### src/rtl/result_tx_shifter.sv
// Captures a finished search result and shifts it out as a framed sequence of words
// (header, nonce, optional hash words) over a valid/ready handshake.
module result_tx_shifter #(
  parameter int unsigned WORD_W     = 32,
  parameter int unsigned HASH_WORDS = 8,
  parameter logic [15:0] SYNC_TAG   = 16'hB17C
) (
  input  logic                         clk,
  input  logic                         n_rst,
  input  logic                         load,
  input  logic                         abort,
  input  logic                         found,
  input  logic [WORD_W-1:0]            nonce,
  input  logic [HASH_WORDS*WORD_W-1:0] hash,
  output logic [WORD_W-1:0]            tx_data,
  output logic                         tx_valid,
  input  logic                         tx_ready,
  output logic                         busy,
  output logic                         tx_done,
  output logic [3:0]                   words_sent
);

  localparam int unsigned HASH_W = HASH_WORDS * WORD_W;
  localparam int unsigned CNT_W  = 4;

  typedef enum logic [1:0] {IDLE, SEND, DONE} state_e;

  state_e             state_q, state_d;
  logic [CNT_W-1:0]   idx_q, idx_d;
  logic [CNT_W-1:0]   lenm1_q, lenm1_d;
  logic [CNT_W-1:0]   words_sent_q, words_sent_d;
  logic [WORD_W-1:0]  nonce_q, nonce_d;
  logic [HASH_W-1:0]  hash_q, hash_d;
  logic [WORD_W-1:0]  tx_data_q, tx_data_d;
  logic               tx_valid_q, tx_valid_d;
  logic               busy_q, busy_d;
  logic               tx_done_q, tx_done_d;

  logic               xfer_c;
  logic               last_c;
  logic [CNT_W-1:0]   len_m1_c;
  logic [WORD_W-1:0]  header_c;

  assign xfer_c   = tx_valid_q & tx_ready;
  assign last_c   = (idx_q == lenm1_q);
  assign len_m1_c = found ? CNT_W'(HASH_WORDS + 1) : CNT_W'(1);
  assign header_c = WORD_W'({SYNC_TAG, 11'd0, len_m1_c, found});

  // State register and registered datapath/outputs
  always_ff @(posedge clk or negedge n_rst) begin
    if (!n_rst) begin
      state_q      <= IDLE;
      idx_q        <= '0;
      lenm1_q      <= '0;
      words_sent_q <= '0;
      nonce_q      <= '0;
      hash_q       <= '0;
      tx_data_q    <= '0;
      tx_valid_q   <= 1'b0;
      busy_q       <= 1'b0;
      tx_done_q    <= 1'b0;
    end else begin
      state_q      <= state_d;
      idx_q        <= idx_d;
      lenm1_q      <= lenm1_d;
      words_sent_q <= words_sent_d;
      nonce_q      <= nonce_d;
      hash_q       <= hash_d;
      tx_data_q    <= tx_data_d;
      tx_valid_q   <= tx_valid_d;
      busy_q       <= busy_d;
      tx_done_q    <= tx_done_d;
    end
  end

  // Next-state logic; abort always wins
  always_comb begin
    state_d = state_q;
    unique case (state_q)
      IDLE:    if (load && !abort) state_d = SEND;
      SEND: begin
        if (abort)                 state_d = IDLE;
        else if (xfer_c && last_c) state_d = DONE;
      end
      DONE:    state_d = IDLE;
      default: state_d = IDLE;
    endcase
  end

  // Datapath and output next values; hash words leave from the top of a left-shifting register
  always_comb begin
    idx_d        = idx_q;
    lenm1_d      = lenm1_q;
    words_sent_d = words_sent_q;
    nonce_d      = nonce_q;
    hash_d       = hash_q;
    tx_data_d    = tx_data_q;
    tx_valid_d   = tx_valid_q;
    busy_d       = busy_q;
    tx_done_d    = 1'b0;
    unique case (state_q)
      IDLE: begin
        if (load && !abort) begin
          nonce_d      = nonce;
          hash_d       = hash;
          lenm1_d      = len_m1_c;
          idx_d        = '0;
          words_sent_d = '0;
          tx_data_d    = header_c;
          tx_valid_d   = 1'b1;
          busy_d       = 1'b1;
        end
      end
      SEND: begin
        if (xfer_c) words_sent_d = words_sent_q + CNT_W'(1);
        if (abort || (xfer_c && last_c)) begin
          tx_data_d  = '0;
          tx_valid_d = 1'b0;
          busy_d     = 1'b0;
          tx_done_d  = !abort;
        end else if (xfer_c) begin
          idx_d     = idx_q + CNT_W'(1);
          hash_d    = (idx_q >= CNT_W'(2)) ? (hash_q << WORD_W) : hash_q;
          tx_data_d = (idx_q == '0) ? nonce_q : hash_d[HASH_W-1 -: WORD_W];
        end
      end
      DONE: begin
        busy_d = 1'b0;
      end
      default: begin
        tx_valid_d = 1'b0;
        busy_d     = 1'b0;
      end
    endcase
  end

  assign tx_data    = tx_data_q;
  assign tx_valid   = tx_valid_q;
  assign busy       = busy_q;
  assign tx_done    = tx_done_q;
  assign words_sent = words_sent_q;

endmodule
### config.mk
export PLATFORM = sky130hd
export DESIGN_NAME = result_tx_shifter
export DESIGN_NICKNAME = d
export VERILOG_FILES = /design/src/rtl/result_tx_shifter.sv
export SDC_FILE = /design/constraint.sdc
export NUM_CORES = 1
export LEC_CHECK = 0
export ABC_AREA = 0
export BUFFER_PORTS_ARGS = -buffer_cell sky130_fd_sc_hd__buf_2
export CORE_ASPECT_RATIO = 1.75
export CORE_MARGIN = 5
export CORE_UTILIZATION = 40
export CTS_BUF_LIST = sky130_fd_sc_hd__clkbuf_4 sky130_fd_sc_hd__clkbuf_8
export DETAILED_ROUTE_END_ITERATION = 7
export HOLD_SLACK_MARGIN = 0.03
export PLACE_DENSITY = 0.58
export SETUP_SLACK_MARGIN = 0.02
export SYNTH_ARGS = -nofsm -noshare
export SYNTH_HDL_FRONTEND = slang
export SYNTH_SLANG_ARGS = --single-unit
### constraint.sdc
create_clock -name clk -period 2.54 [get_ports clk]
set_clock_uncertainty 0.2 [all_clocks]
set_input_delay 0.508 -clock clk [delete_from_list [all_inputs] [get_ports clk]]
set_output_delay 0.508 -clock clk [all_outputs]
set_load 0.05 [all_outputs]
==> run summary <==
Netlist Area Pre-Place - 15,460 µm²
Fin. max-slew vios - 0
IO Port Bufs - 332
# rows - 95
Total CTS buffers - 51
Post-synth ARST share - 100.0%
GRT overflow - 0
Maximum clock frequency - 418.0 MHz
Layout cells sized above 1 - 21.86%
Min-Delay Path Class - in -> reg
Post-route minimum period - 2.393 ns
Post-CTS Setup Bufs - 0
CP Launch Type - primary input
Root buffer cell - clkbuf_8
WS Path Type - in -> reg
Internal reg-to-reg setup slack - 0.21 ns
PD cells - 1028 nW/µm²
Worst Tran Pin Value - 0.9256 ns
Fin nets - 2,526
Clk pin slew, worst setup/hold paths - 0.07 ns
Initial DRC Count - 1,226
R2r worst-path depth - 5
Logic gate share of total power - 38.1%
HPWL reported at the end of detailed placement - 32.83 mm
Fin util - 56.70%
Die height - 270.1 µm
Routability cong. - 0.8265
Top_reg_cell synth - dfrtp_1
Area occupied by multi-input gates - 6454 µm²
Routed wl met3 - 3.406 mm
Initial antenna violation count - 10
Top routing layer in use - met4
Final WS setup - 0.1474 ns
Sequential power share - 40.5%
CTS H-tree depth - 2
Core area - 38,270 µm²
Vias in the first global route - 15.83k
Final wirelength - 52.28 mm
Critical path fanouts, max - 114
Syn_nets - 1,989
Synth warn - 0
Antenna Violating Nets Remaining - 0
Wire per inst - 18.91 µm
DR vias/cell - 5.565
Largest net degree at the start of global routing - 115
Rel. slew slack - 38.18%
Synthesized area per cell - 9.142 µm²
RSZ-0062 raised after global routing - no
Skew-Pair Late Insertion Delay - 0.58 ns
Number of hold violations in the final report - 0
Layout area overhead - 40.37%
Die area - 42,840 µm²
Worst setup path start - abort
Final Non-Filler Cells - 2,765
EDFF count, synth - 0
Horiz. Die Dim - 158.6 µm
Fillcell total - 3,394
Worst setup path endpoint - idx_q[0]$_DFFE_PN0P_
CTS tree - yes
Sw frac - 38.37%
Pleak - 9.985 nW
IO Count - 333
Clk sinks - 334
Setup crit end kind - flip-flop
Worst VDD drop - 0.0004507 V
Internal Power - 13.74 mW
Reg-to-reg endpoint - idx_q[0]$_DFFE_PN0P_
Switching power - 8.555 mW
First-pass GRT wire length - 83.66 mm
Post-placement setup slack - 0.08485 ns
Max-cap violations - 0
DRC viols - 0
GRT Overall Usage - 23.87%
DRT met1 WL - 21.22 mm
Starting Density - 40.39%
Register area share after synthesis - 54.06%
Period utilization - 94.20%
Status - completed
Post-synth cell types - 43
Clock power frac - 21.4%
Setup violators final - 0
Drt pass-1 iters - 7
Via count - 15.39k
Routed met2 length - 25.48 mm
Max Buffers Root-to-Sink - 3
Placed cell count - 2,389
Req. time, crit path - 2.80 ns
Critical Path AT - 2.66 ns
FF/Latch Area - 8358 µm²
Worst r2r src - state_q[0]$_DFFE_PN0P_
Cell count after synthesis - 1,691
Design area - 21,700 µm²
Cell Area, Placed - 17,840 µm²
TNS Setup - 0 ns
Synthesized flop and latch total - 334
[power groups by stage]
stage / clock network, mW / logic (mW) / registers [mW]
after floorplan: 0 / 5.20 / 9.48
after global placement: 0 / 8.01 / 9.02
after detailed placement: 0 / 8.17 / 9.11
after CTS: 4.93 / 8.52 / 9.02
after global routing: 5.12 / 9.46 / 9.31
final: 4.78 / 8.50 / 9.02
[synth_stat cells, drive strengths merged, types with 3 or more instances]
library cell | instances | area, µm²
a21oi | 21 | 108.9
a22o | 54 | 473.0
a2bb2oi | 12 | 105.1
a31oi | 397 | 2484
buf | 37 | 177.7
clkbuf | 138 | 518.0
dfrtp | 334 | 8358
ha | 4 | 50.05
mux2 | 22 | 247.7
mux2i | 20 | 200.2
nand2 | 529 | 1986
nand2b | 3 | 18.77
nand3 | 5 | 25.02
nor2 | 38 | 142.6
o21ai | 22 | 110.1
o221a | 10 | 112.6
o22ai | 12 | 75.07
xnor2 | 3 | 26.28
[final cells by class]
type | count | area share (%)
Clock buffer | 83 | 4.832
Sequential cell | 334 | 38.51
Timing Repair Buffer | 659 | 23.69
Multi-Input combinational cell | 1180 | 29.74
Antenna cell | 11 | 0.1268
Inverter | 2 | 0.03459
Clock inverter | 11 | 0.2652
Tap cell | 485 | 2.796
[routing by layer]
layer  up-vias  GRT usage, %
met5         -             0
met4         0         9.661
met3       139         3.944
li1       7196             -
met2       621         38.65
met1      7430         31.67
[placed cells by master, fill, tap and decap left out, drive strengths merged, types with 2 or more instances in the layout]
cell type    count
dlygate4sd3    271
nor2            38
nand2          529
o21ai           22
a211oi           2
nand3            5
ha               4
nand2b           3
a31o             2
a2bb2oi         12
diode           11
xor2             2
xnor2            3
o221a           10
a21o             2
a21oi           21
dfrtp          334
nor3             2
buf            388
clkinv          10
mux2i           20
a22o            54
a31oi          397
inv              2
mux2            22
a221o            2
and3             2
nand4            2
o22ai           12
clkbuf          83
[critical path, stage by stage]
cell           delay, ns
dlygate4sd3_1       0.53
buf_2               0.18
or2_1               0.27
a21oi_4             0.26
buf_12              0.43
nand2_1             0.13
mux2_2              0.29
[registers in the layout (all words and copies together), names as in the netlist]
| name | flops |
|---|---|
| state_q | 2 |
| hash_q | 256 |
| idx_q | 4 |
| tx_valid | 1 |
| words_sent | 4 |
| lenm1_q | 2 |
| nonce_q | 32 |
| tx_done | 1 |
| tx_data | 32 |
[how the worst min path moves through the flow]
stage / startpoint / depth (start not counted) / end
final: hash[229] / 4 / hash_q[229]$_DFFE_PN0P_
after detailed placement: nonce_q[25]$_DFFE_PN0P_ / 2 / nonce_q[25]$_DFFE_PN0P_
after floorplan: n_rst / 0 / hash_q[0]$_DFFE_PN0P_
after global placement: nonce_q[26]$_DFFE_PN0P_ / 2 / nonce_q[26]$_DFFE_PN0P_
after CTS: hash[229] / 4 / hash_q[229]$_DFFE_PN0P_
after global routing: hash[243] / 3 / hash_q[243]$_DFFE_PN0P_
[per-stage QoR]
step / hold slack (ns) / total power [mW]
after floorplan: 0.01241 / 14.68
after global placement: 0.2594 / 17.03
after detailed placement: 0.2635 / 17.28
after CTS: 0.03125 / 22.46
after global routing: 0.06510 / 23.90
final: 0.07406 / 22.30
[logic make-up (layout without fill, tap and decap cells)]
kind of cell / Yosys count / count (layout) / share of synthesized area, %
mux: 42 / 42 / 2.897
buf+inv: 177 / 755 / 4.548
xor+xnor: 5 / 5 / 0.2833
compound gates: 538 / 538 / 22.98
flops: 334 / 334 / 54.06
simple gates: 591 / 591 / 14.91
other cells: 0 / 11 / 0
fa+ha+maj: 4 / 4 / 0.3237
[timing repair]
| action | CTS | global route |
|---|---|---|
| endpoints found under the setup margin | 0 | 153 |
| resized for setup | 0 | 3 |
| hold buffers | 271 | 0 |
| hold endpoints to repair | 334 | 0 |
(Power assumes the default switching activity.)
